## src/rtl/ahb_sram_master.sv

```systemverilog
// AHB-Lite initiator: turns one local command into a SINGLE or INCR burst of
// 8/16/32-bit beats, with wait-state, ERROR-abort and read-return handling.
module ahb_sram_master (
    input  logic        hclk,
    input  logic        hrst,
    input  logic        cmd_valid,
    output logic        cmd_ready,
    input  logic        cmd_write,
    input  logic [31:0] cmd_addr,
    input  logic [2:0]  cmd_size,
    input  logic [3:0]  cmd_len,
    output logic        wr_req,
    input  logic [31:0] wr_data,
    output logic        rd_valid,
    output logic [31:0] rd_data,
    output logic        done,
    output logic        err,
    output logic [1:0]  htrans,
    output logic [31:0] haddr,
    output logic        hwrite,
    output logic [2:0]  hsize,
    output logic [2:0]  hburst,
    output logic [31:0] hwdata,
    input  logic        hready,
    input  logic [1:0]  hresp,
    input  logic [31:0] hrdata
);

    typedef enum logic [1:0] {S_IDLE, S_ADDR, S_LAST_DATA, S_ERR} state_t;

    localparam logic [1:0] TR_IDLE   = 2'b00;
    localparam logic [1:0] TR_NONSEQ = 2'b10;
    localparam logic [1:0] TR_SEQ    = 2'b11;

    state_t      state_q, state_d;
    logic [1:0]  htrans_q, htrans_d;
    logic [31:0] haddr_q, haddr_d;
    logic        hwrite_q, hwrite_d;
    logic [2:0]  hsize_q, hsize_d;
    logic [2:0]  hburst_q, hburst_d;
    logic [31:0] hwdata_q, hwdata_d;
    logic [4:0]  beats_q, beats_d;
    logic        dphase_q, dphase_d;
    logic        rd_valid_q, rd_valid_d;
    logic [31:0] rd_data_q, rd_data_d;
    logic        done_q, done_d;
    logic        err_q, err_d;

    logic        bus_err;
    logic [31:0] next_addr;
    logic [31:0] align_mask;

    assign bus_err   = (hresp != 2'b00);
    assign next_addr = haddr_q + (32'd1 << hsize_q);

    always_comb begin
        align_mask = 32'hFFFF_FFFF;
        if (cmd_size == 3'd1) align_mask = 32'hFFFF_FFFE;
        if (cmd_size == 3'd2) align_mask = 32'hFFFF_FFFC;
    end

    always_comb begin
        state_d    = state_q;
        htrans_d   = htrans_q;
        haddr_d    = haddr_q;
        hwrite_d   = hwrite_q;
        hsize_d    = hsize_q;
        hburst_d   = hburst_q;
        hwdata_d   = hwdata_q;
        beats_d    = beats_q;
        dphase_d   = dphase_q;
        rd_valid_d = 1'b0;
        rd_data_d  = rd_data_q;
        done_d     = 1'b0;
        err_d      = 1'b0;

        case (state_q)
            S_IDLE: begin
                if (cmd_valid) begin
                    if (cmd_size > 3'd2) begin
                        done_d = 1'b1;
                        err_d  = 1'b1;
                    end else begin
                        state_d  = S_ADDR;
                        htrans_d = TR_NONSEQ;
                        haddr_d  = cmd_addr & align_mask;
                        hwrite_d = cmd_write;
                        hsize_d  = cmd_size;
                        hburst_d = (cmd_len == 4'd1) ? 3'd0 : 3'd1;
                        beats_d  = (cmd_len == 4'd0) ? 5'd16 : {1'b0, cmd_len};
                        dphase_d = 1'b0;
                    end
                end
            end
            S_ADDR: begin
                if (dphase_q && bus_err) begin
                    // Cancel the pending address phase; finish once the slave completes the response.
                    htrans_d = TR_IDLE;
                    dphase_d = 1'b0;
                    if (hready) begin
                        state_d = S_IDLE;
                        done_d  = 1'b1;
                        err_d   = 1'b1;
                    end else begin
                        state_d = S_ERR;
                    end
                end else if (hready) begin
                    if (dphase_q && !hwrite_q) begin
                        rd_valid_d = 1'b1;
                        rd_data_d  = hrdata;
                    end
                    if (hwrite_q) hwdata_d = wr_data;
                    dphase_d = 1'b1;
                    if (beats_q == 5'd1) begin
                        state_d  = S_LAST_DATA;
                        htrans_d = TR_IDLE;
                    end else begin
                        beats_d  = beats_q - 5'd1;
                        haddr_d  = next_addr;
                        htrans_d = (next_addr[9:0] == 10'd0) ? TR_NONSEQ : TR_SEQ;
                    end
                end
            end
            S_LAST_DATA: begin
                if (bus_err) begin
                    dphase_d = 1'b0;
                    if (hready) begin
                        state_d = S_IDLE;
                        done_d  = 1'b1;
                        err_d   = 1'b1;
                    end else begin
                        state_d = S_ERR;
                    end
                end else if (hready) begin
                    if (!hwrite_q) begin
                        rd_valid_d = 1'b1;
                        rd_data_d  = hrdata;
                    end
                    state_d  = S_IDLE;
                    dphase_d = 1'b0;
                    done_d   = 1'b1;
                end
            end
            S_ERR: begin
                htrans_d = TR_IDLE;
                if (hready) begin
                    state_d = S_IDLE;
                    done_d  = 1'b1;
                    err_d   = 1'b1;
                end
            end
            default: state_d = S_IDLE;
        endcase
    end

    always_ff @(posedge hclk) begin
        if (hrst) begin
            state_q    <= S_IDLE;
            htrans_q   <= TR_IDLE;
            haddr_q    <= 32'd0;
            hwrite_q   <= 1'b0;
            hsize_q    <= 3'd0;
            hburst_q   <= 3'd0;
            hwdata_q   <= 32'd0;
            beats_q    <= 5'd0;
            dphase_q   <= 1'b0;
            rd_valid_q <= 1'b0;
            rd_data_q  <= 32'd0;
            done_q     <= 1'b0;
            err_q      <= 1'b0;
        end else begin
            state_q    <= state_d;
            htrans_q   <= htrans_d;
            haddr_q    <= haddr_d;
            hwrite_q   <= hwrite_d;
            hsize_q    <= hsize_d;
            hburst_q   <= hburst_d;
            hwdata_q   <= hwdata_d;
            beats_q    <= beats_d;
            dphase_q   <= dphase_d;
            rd_valid_q <= rd_valid_d;
            rd_data_q  <= rd_data_d;
            done_q     <= done_d;
            err_q      <= err_d;
        end
    end

    assign cmd_ready = (state_q == S_IDLE);
    assign wr_req    = (state_q == S_ADDR) && hwrite_q && hready;
    assign rd_valid  = rd_valid_q;
    assign rd_data   = rd_data_q;
    assign done      = done_q;
    assign err       = err_q;
    assign htrans    = htrans_q;
    assign haddr     = haddr_q;
    assign hwrite    = hwrite_q;
    assign hsize     = hsize_q;
    assign hburst    = hburst_q;
    assign hwdata    = hwdata_q;

endmodule

```

## config.mk

```make
export PLATFORM = sky130hd
export DESIGN_NAME = ahb_sram_master
export DESIGN_NICKNAME = d
export VERILOG_FILES = /design/src/rtl/ahb_sram_master.sv
export SDC_FILE = /design/constraint.sdc
export NUM_CORES = 1
export LEC_CHECK = 0
export CAP_MARGIN = 25
export CORE_AREA = 2 2 138 100
export DETAILED_ROUTE_END_ITERATION = 6
export DIE_AREA = 0 0 140 102
export PLACE_DENSITY = 0.79
export SLEW_MARGIN = 20
export SYNTH_ARGS = -nofsm -noshare
export SYNTH_HDL_FRONTEND = slang
export SYNTH_SLANG_ARGS = --single-unit
```

## constraint.sdc

```tcl
create_clock -name hclk -period 4.4 [get_ports hclk]
set_input_delay 0.88 -clock hclk [delete_from_list [all_inputs] [get_ports hclk]]
set_output_delay 0.88 -clock hclk [all_outputs]
set_load 0.02 [all_outputs]
```

==> key figures, run 1 <==
Status
  – Failing checks: DRC
  – Status: finished, violations left

Floorplan
  – Die Area: 0.0143 mm^2
  – I/O pins: 220
  – Rows: 35
  – Die H: 102 um
  – Core area: ~0.013 mm^2
  – Initial Util: 0.444
  – Die Width: 140 um

Timing
  – Final Setup Violations: 0
  – Least-Margin Pin Slew: approximately 1 ns
  – FMAX: 297 MHz
  – RSZ-0062 raised after global routing: no
  – Clk_skew: 0.0166 ns
  – Final hold vios: 0
  – Slew Limit Fails: 0
  – Setup TNS: 0 ns
  – Min cycle time layout: between 3 and 4 ns
  – Relative slew slack: 0.352
  – Tcrit/Tclk final: 0.766

Critical path
  – Crit path DAT: 2.49 ns
  – Critical Path Source Type: input port
  – Worst Path Max Fanout: 11
  – Worst Setup Path Type: in2out
  – Worst setup EP type: output pin
  – CP Data Required Time: 3.52 ns

Synthesis
  – Post-synthesis adder-cell area fraction: 0.0340
  – Async set-reset flop share out of synthesis: 0
  – Synthesized area: between 0.005 and 0.006 mm^2
  – Yosys top cell by area: dfxtp_1
  – Netlist cell types: 70
  – Fraction of post-synthesis cell area in the top cell type by area: 0.398
  – Area contributors post-synth: dfxtp_1 40%, nand2_1 11%, a21oi_1 8.3%
  – Warnings, synthesis: 0
  – Compound-Gate Fraction of Synth Area: 0.228
  – Synthesized instance count: 731
  – Simple-gate area share of the yosys netlist: 0.258
  – Post-synthesis mux area share: 0.0175
  – Synthesized flop and latch total: about 110
  – Xor/xnor share of the synthesized area: 0.0122
  – Number of flops mapped to enable cells by yosys: 0
  – Largest family of logic cells by synthesized area: simple AND/OR/NAND/NOR gates
  – Syn_area_per_cell: 7.84 um^2
  – Post-synthesis sequential area ratio: 0.398
  – Ys flop type: dfxtp_1

Routing
  – Initial DRC Count: 562
  – Final WL: 18300 um
  – Vias: 6065
  – # DRC: 22
  – Met3 wire len: 1860 um
  – Drt first pass iters: 7
  – Top routing layer in use: met4
  – Drt wl/cell: 16.6 um
  – Met2 wire len: 8060 um
  – ANT nets after route: 0
  – Via density: 5.49
  – Met1 wire length: 8280 um

Pwr
  – VDD IR max: 0.408 mV
  – Leak pwr: a little over 0.003 uW
  – PD cells: 453 mW/mm^2
  – Seq pwr share: 0.328
  – Comb power frac: 0.287
  – Switching Fraction: 0.323
  – P_sw: 1260 uW
  – Internal power: 2640 uW
  – Power share of the clock group: 0.385

CTS
  – Clk_lat worst skew: 0.41 ns
  – Total CTS buffers: 17
  – CTS Sinks: 114
  – CTS tree: yes
  – # H-tree levels: 4
  – CTS Root Cell: clkbuf_16
  – Post-CTS Setup Inserts: 0
  – Post-cts resize count: 0
  – CTS clk-pin slew, worst paths: 0.05 ns
  – CTS Buffer Depth: 2
  – Hold_buf cts: 0

Cells and area
  – Final net count: 1050
  – Area grow syn2layout: 50.1%
  – Most common cell after layout, fill and taps aside: clkdlybuf4s50_1
  – Ant diodes: 0
  – Finished Cell Area: 0.00860 mm^2
  – Most frequent cells in the layout: 216 x clkdlybuf4s50_1, 164 x nand2_1, 114 x dfxtp_1
  – Layout cells sized above 1: 0.0650
  – Filler cell count: roughly 1100

Global routing
  – Overall Global Routing Usage: 0.252
  – Vias in the first global route: 5490
  – First-pass GRT wire length: 28800 um
  – Pin count of the biggest net entering global routing: 60
  – Initial antenna violation count: 0
  – Global route total overflow: 0

Placed design
  – Buffers on Ports: 217
  – Post-DP HPWL: 12700 um
  – Placed cell area: 0.00795 mm^2
  – GPL Wtd Cong: a little under 0.9

Min path
  – Worst min path class: reg2reg

Job
  – Max Cap Viol: 0
power by group through the flow:
stage               registers [uW]  logic, uW  clock network (uW)
floorplan                     1360        596                   0
global placement              1290       1080                   0
detailed placement            1300       1100                   0
CTS                           1280       1110                1530
global route                  1300       1210                1570
finish                        1280       1120                1500
flip-flops by register name (all words and copies together) (netlist names):
name	cells
dphase_q	1
rd_valid	1
beats_q	5
rd_data	32
done	1
hwdata	32
hburst	1
hsize	3
hwrite	1
htrans	2
haddr	32
state_q	2
err	1
through the flow:
stage          power (uW)  hold slack, ns  std cells  setup slack (ns)  utilization
6_report             3900           0.450       1104              1.03        0.666
5_1_grt              4080           0.471       1104             0.903        0.666
4_1_cts              3910           0.453       1103              1.03        0.665
3_5_place_dp         2390           0.447       1071             0.995        0.615
3_3_place_gp         2370           0.441       1070              1.06        0.614
2_1_floorplan        1960           0.491        732              1.70            -
cell type report:
type | instances | area, um^2 | share of cell area
Inverter | 13 | 48.8 | 0.00567
Multi-Input combinational cell | 552 | 3160 | 0.368
Sequential cell | 114 | 2280 | 0.265
Tap cell | 166 | 208 | 0.0241
Timing Repair Buffer | 227 | 2260 | 0.263
Clock inverter | 13 | 209 | 0.0243
Clock buffer | 19 | 433 | 0.0503
critical path, cell delays in order:
cell	delay, ns
clkdlybuf4s50_1	0.70
and3_1	0.26
clkdlybuf4s50_1	0.65
layer usage:
layer | vias to the layer above | track usage
met1 | 2798 | 0.346
met5 | - | 0
met2 | 276 | 0.382
met3 | 18 | 0.0886
li1 | 2973 | -
met4 | 0 | 0.0653
worst paths after layout:
path	cells after the start	end	start	slack (ns)
worst max-delay path	3	wr_req	hready	1.03
worst min register to register	2	hwdata[19]	hwdata[19]	0.45
worst max register to register	8	haddr[21]	hsize[0]	1.43
worst min-delay path	2	hwdata[19]	hwdata[19]	0.45
Yosys cell counts (5+ instances only):
cell / count
a211oi_1: 9
a21o_1: 6
a21oi_1: 95
a311oi_1: 11
a31oi_1: 10
and3_1: 12
and4_1: 5
buf_2: 10
clkbuf_1: 34
dfxtp_1: 114
ha_1: 14
inv_1: 13
mux2i_1: 10
nand2_1: 164
nand3_1: 11
nor2_1: 59
nor2b_1: 5
nor3_1: 19
nor4_1: 7
o211ai_1: 6
o21ai_0: 24
xnor2_1: 5
cells by family (layout without fill, tap and decap cells):
group	count (synthesis)	after routing
AND/OR/NAND/NOR	313	313
AO/OA/AOI/OAI	204	204
flip-flops	114	114
buffers and inverters	66	272
adder cells (fa/ha/maj)	15	15
multiplexers	10	10
XOR/XNOR	8	8
other	1	2
No activity file was read; power rests on OpenSTA's default activity.
==> run 2: changes to the inputs <==
--- a/config.mk
+++ b/config.mk
@@ -6,10 +6,10 @@
 export NUM_CORES = 1
 export LEC_CHECK = 0
 export CAP_MARGIN = 25
-export CORE_AREA = 2 2 138 100
+export CORE_AREA = 2 2 147 106
 export DETAILED_ROUTE_END_ITERATION = 6
-export DIE_AREA = 0 0 140 102
-export PLACE_DENSITY = 0.79
+export DIE_AREA = 0 0 149 108
+export PLACE_DENSITY = 0.74
 export SLEW_MARGIN = 20
 export SYNTH_ARGS = -nofsm -noshare
 export SYNTH_HDL_FRONTEND = slang
==> constraint.sdc (replaced) <==
create_clock -name hclk -period 3.1 [get_ports hclk]
set_input_delay 0.62 -clock hclk [delete_from_list [all_inputs] [get_ports hclk]]
set_output_delay 0.62 -clock hclk [all_outputs]
set_load 0.02 [all_outputs]
==> run 2 against run 1 <==
  * The run now ends clean
  * Setup slack worse by 0.72 ns
  * Non-clock buffer count grew 7
  * Clock skew decreased by 0.0019 ns
  * Wire length up 1.3%
  * Hold slack better by 0.0015 ns
  * Combinational power rose by 45%
  * Utilization decreased by 6.7 points
  * Critical path depth increased by 6
  * Sequential power grew 41%
  * Critical path type is now reg2reg
  * Largest power group unchanged
==> key figures, run 2 (same netlist as run 1, synthesis figures left out) <==
Timing
  – Min cycle time layout: 2.79 ns
  – Clk_skew: 0.0148 ns (-0.00187 ns)
  – Final Setup Violations: 0 (unchanged)
  – Final hold vios: 0 (unchanged)
  – Least-Margin Pin Slew: 0.798 ns (-0.174 ns)
  – Hold WS: 0.451 ns (+0.00150 ns)
  – Slew Limit Fails: 0 (unchanged)
  – RSZ-0062 raised after global routing: no
  – Worst setup margin: 0.311 ns (-0.717 ns)
  – Tcrit/Tclk final: 0.900
  – FMAX: 359 MHz
  – Setup TNS: 0 ns (unchanged)
  – Relative slew slack: 0.468 (+0.117)

Critical path
  – Reg2reg path depth: 9 (+1)
  – R2r setup slk: 0.31 ns (-1.12 ns)
  – Crit path DAT: 3.07 ns (+0.58 ns)
  – Worst setup EP type: flip-flop
  – Worst R2R Start: hsize[1]
  – Worst Setup Path Type: reg2reg
  – Worst Path Max Fanout: 10 (-1)
  – Critical Path Source Type: flip-flop
  – CP Data Required Time: 3.38 ns (-0.14 ns)
  – R2R Path End: htrans[0]

Pwr
  – PD cells: 636 mW/mm^2 (+40%)
  – Leak pwr: 0.00313 uW (+1.4%)
  – Final Power: 5530 uW (+42%)
  – VDD IR max: 0.418 mV (+2.4%)

Routing
  – ANT nets after route: 0 (unchanged)
  – Drt first pass iters: 5 (-2)
  – Initial DRC Count: 418 (-26%)
  – # DRC: 0 (-100%)
  – Drt wl/cell: 16.3 um (-1.8%)
  – Final WL: 18600 um (+1.3%)
  – Vias: 6120 (+0.91%)
  – Via density: 5.37 (-2.2%)

Floorplan
  – I/O pins: 220 (unchanged)
  – Die Width: 149 um (+6.4%)
  – Initial Util: 0.394 (-0.0494)
  – Core area: 0.0145 mm^2 (+13%)
  – Die Area: 0.0161 mm^2 (+13%)
  – Rows: 37 (+5.7%)
  – Die H: 108 um (+5.9%)

CTS
  – Total CTS buffers: 17 (unchanged)
  – CTS Buffer Depth: 2 (unchanged)
  – CTS Sinks: 114 (unchanged)
  – # H-tree levels: 4 (unchanged)
  – CTS clk-pin slew, worst paths: 0.06 ns (about the same)
  – Post-cts resize count: 0 (unchanged)
  – CTS tree: yes
  – Clk_lat worst skew: 0.40 ns (about the same)
  – CTS Root Cell: clkbuf_16
  – Hold_buf cts: 0 (unchanged)
  – Post-CTS Setup Inserts: 0 (unchanged)

Placed design
  – Pre-CTS setup slack: 0.242 ns (-0.753 ns)
  – Post-DP HPWL: 13200 um (+3.4%)
  – GPL Wtd Cong: 0.897 (+3.5%)
  – Buffers on Ports: 217 (unchanged)

Cells and area
  – Multi-input gate area: 0.00317 mm^2 (+0.16%)
  – Most frequent cells in the layout: 216 x clkdlybuf4s50_1, 164 x nand2_1, 114 x dfxtp_1
  – Most common cell after layout, fill and taps aside: clkdlybuf4s50_1
  – Final net count: 1057 (+0.67%)
  – Ant diodes: 0 (unchanged)
  – Area grow syn2layout: 51.7%
  – Storage cell area: 0.00228 mm^2 (unchanged)
  – Filler cell count: 1340 (+22%)
  – Layout cells sized above 1: 0.0742 (+0.00912)

Status
  – Status: finished clean

Global routing
  – Initial antenna violation count: 0 (unchanged)
  – Vias in the first global route: 5711 (+4.0%)
  – Global route total overflow: 0 (unchanged)
  – Overall Global Routing Usage: 0.230 (-0.0220)
  – First-pass GRT wire length: 29600 um (+2.7%)
  – Pin count of the biggest net entering global routing: 70 (+17%)

Min path
  – Hold endpoint: hwdata[14]
  – Hold Path Origin: hwdata[14]
  – Hold Path Depth: 2 (unchanged)
  – Worst min path class: reg2reg

Job
  – Max Cap Viol: 0 (unchanged)
==> run 2: how the worst max path moves through the flow <==
stage | slack, ns | cells after the start | from | endpoint
final | 0.31 | 9 | hsize[1] | htrans[0]
after global placement | 0.31 | 9 | hsize[0] | htrans[0]
after CTS | 0.21 | 9 | hsize[0] | htrans[0]
after floorplan | 0.40 | 11 | hsize[0] | haddr[28]
after detailed placement | 0.24 | 9 | hsize[0] | htrans[0]
after global routing | 0.06 | 9 | hsize[1] | htrans[0]
==> run 2: report_power, final <==
| group | switching [uW] | internal (uW) | total (uW) |
|---|---|---|---|
| clock network | 693 | 1400 | 2090 |
| logic | 889 | 733 | 1620 |
| registers | 195 | 1620 | 1810 |
| total | 1780 | 3750 | 5530 |
==> run 2: worst max-delay path, cell delays in order (launching register included) <==
cell	delay, ns
dfxtp_1	0.50
nor3_1	0.10
ha_1	0.23
fa_1	0.43
a21o_1	0.23
a221oi_4	0.30
o21a_2	0.31
mux2i_1	0.11
nor4b_1	0.33
a311oi_1	0.13
==> run 2: layout make-up <==
cell class | instances | area share
inverter | 13 | 0.00561
tap | 195 | 0.0280
sequential | 114 | 0.262
clock inverter | 10 | 0.0180
timing repair buffer | 234 | 0.268
clock buffer | 21 | 0.0541
multi-input combinational | 552 | 0.364
==> run 2: per-layer routing <==
| metal | vias up | part of all wire | GRT usage |
|---|---|---|---|
| li1 | 2987 | - | - |
| met1 | 2808 | 0.45 | 0.321 |
| met2 | 304 | 0.42 | 0.331 |
| met3 | 21 | 0.11 | 0.0873 |
| met4 | 0 | 0.014 | 0.0660 |
| met5 | - | 0 | 0 |
==> run 2: stage by stage <==
step | cells | util | instance area [um^2]
2_1_floorplan | 732 | - | 5740
3_3_place_gp | 1107 | 0.554 | 8050
3_5_place_dp | 1107 | 0.554 | 8050
4_1_cts | 1138 | 0.597 | 8680
5_1_grt | 1139 | 0.598 | 8700
6_report | 1139 | 0.598 | 8700
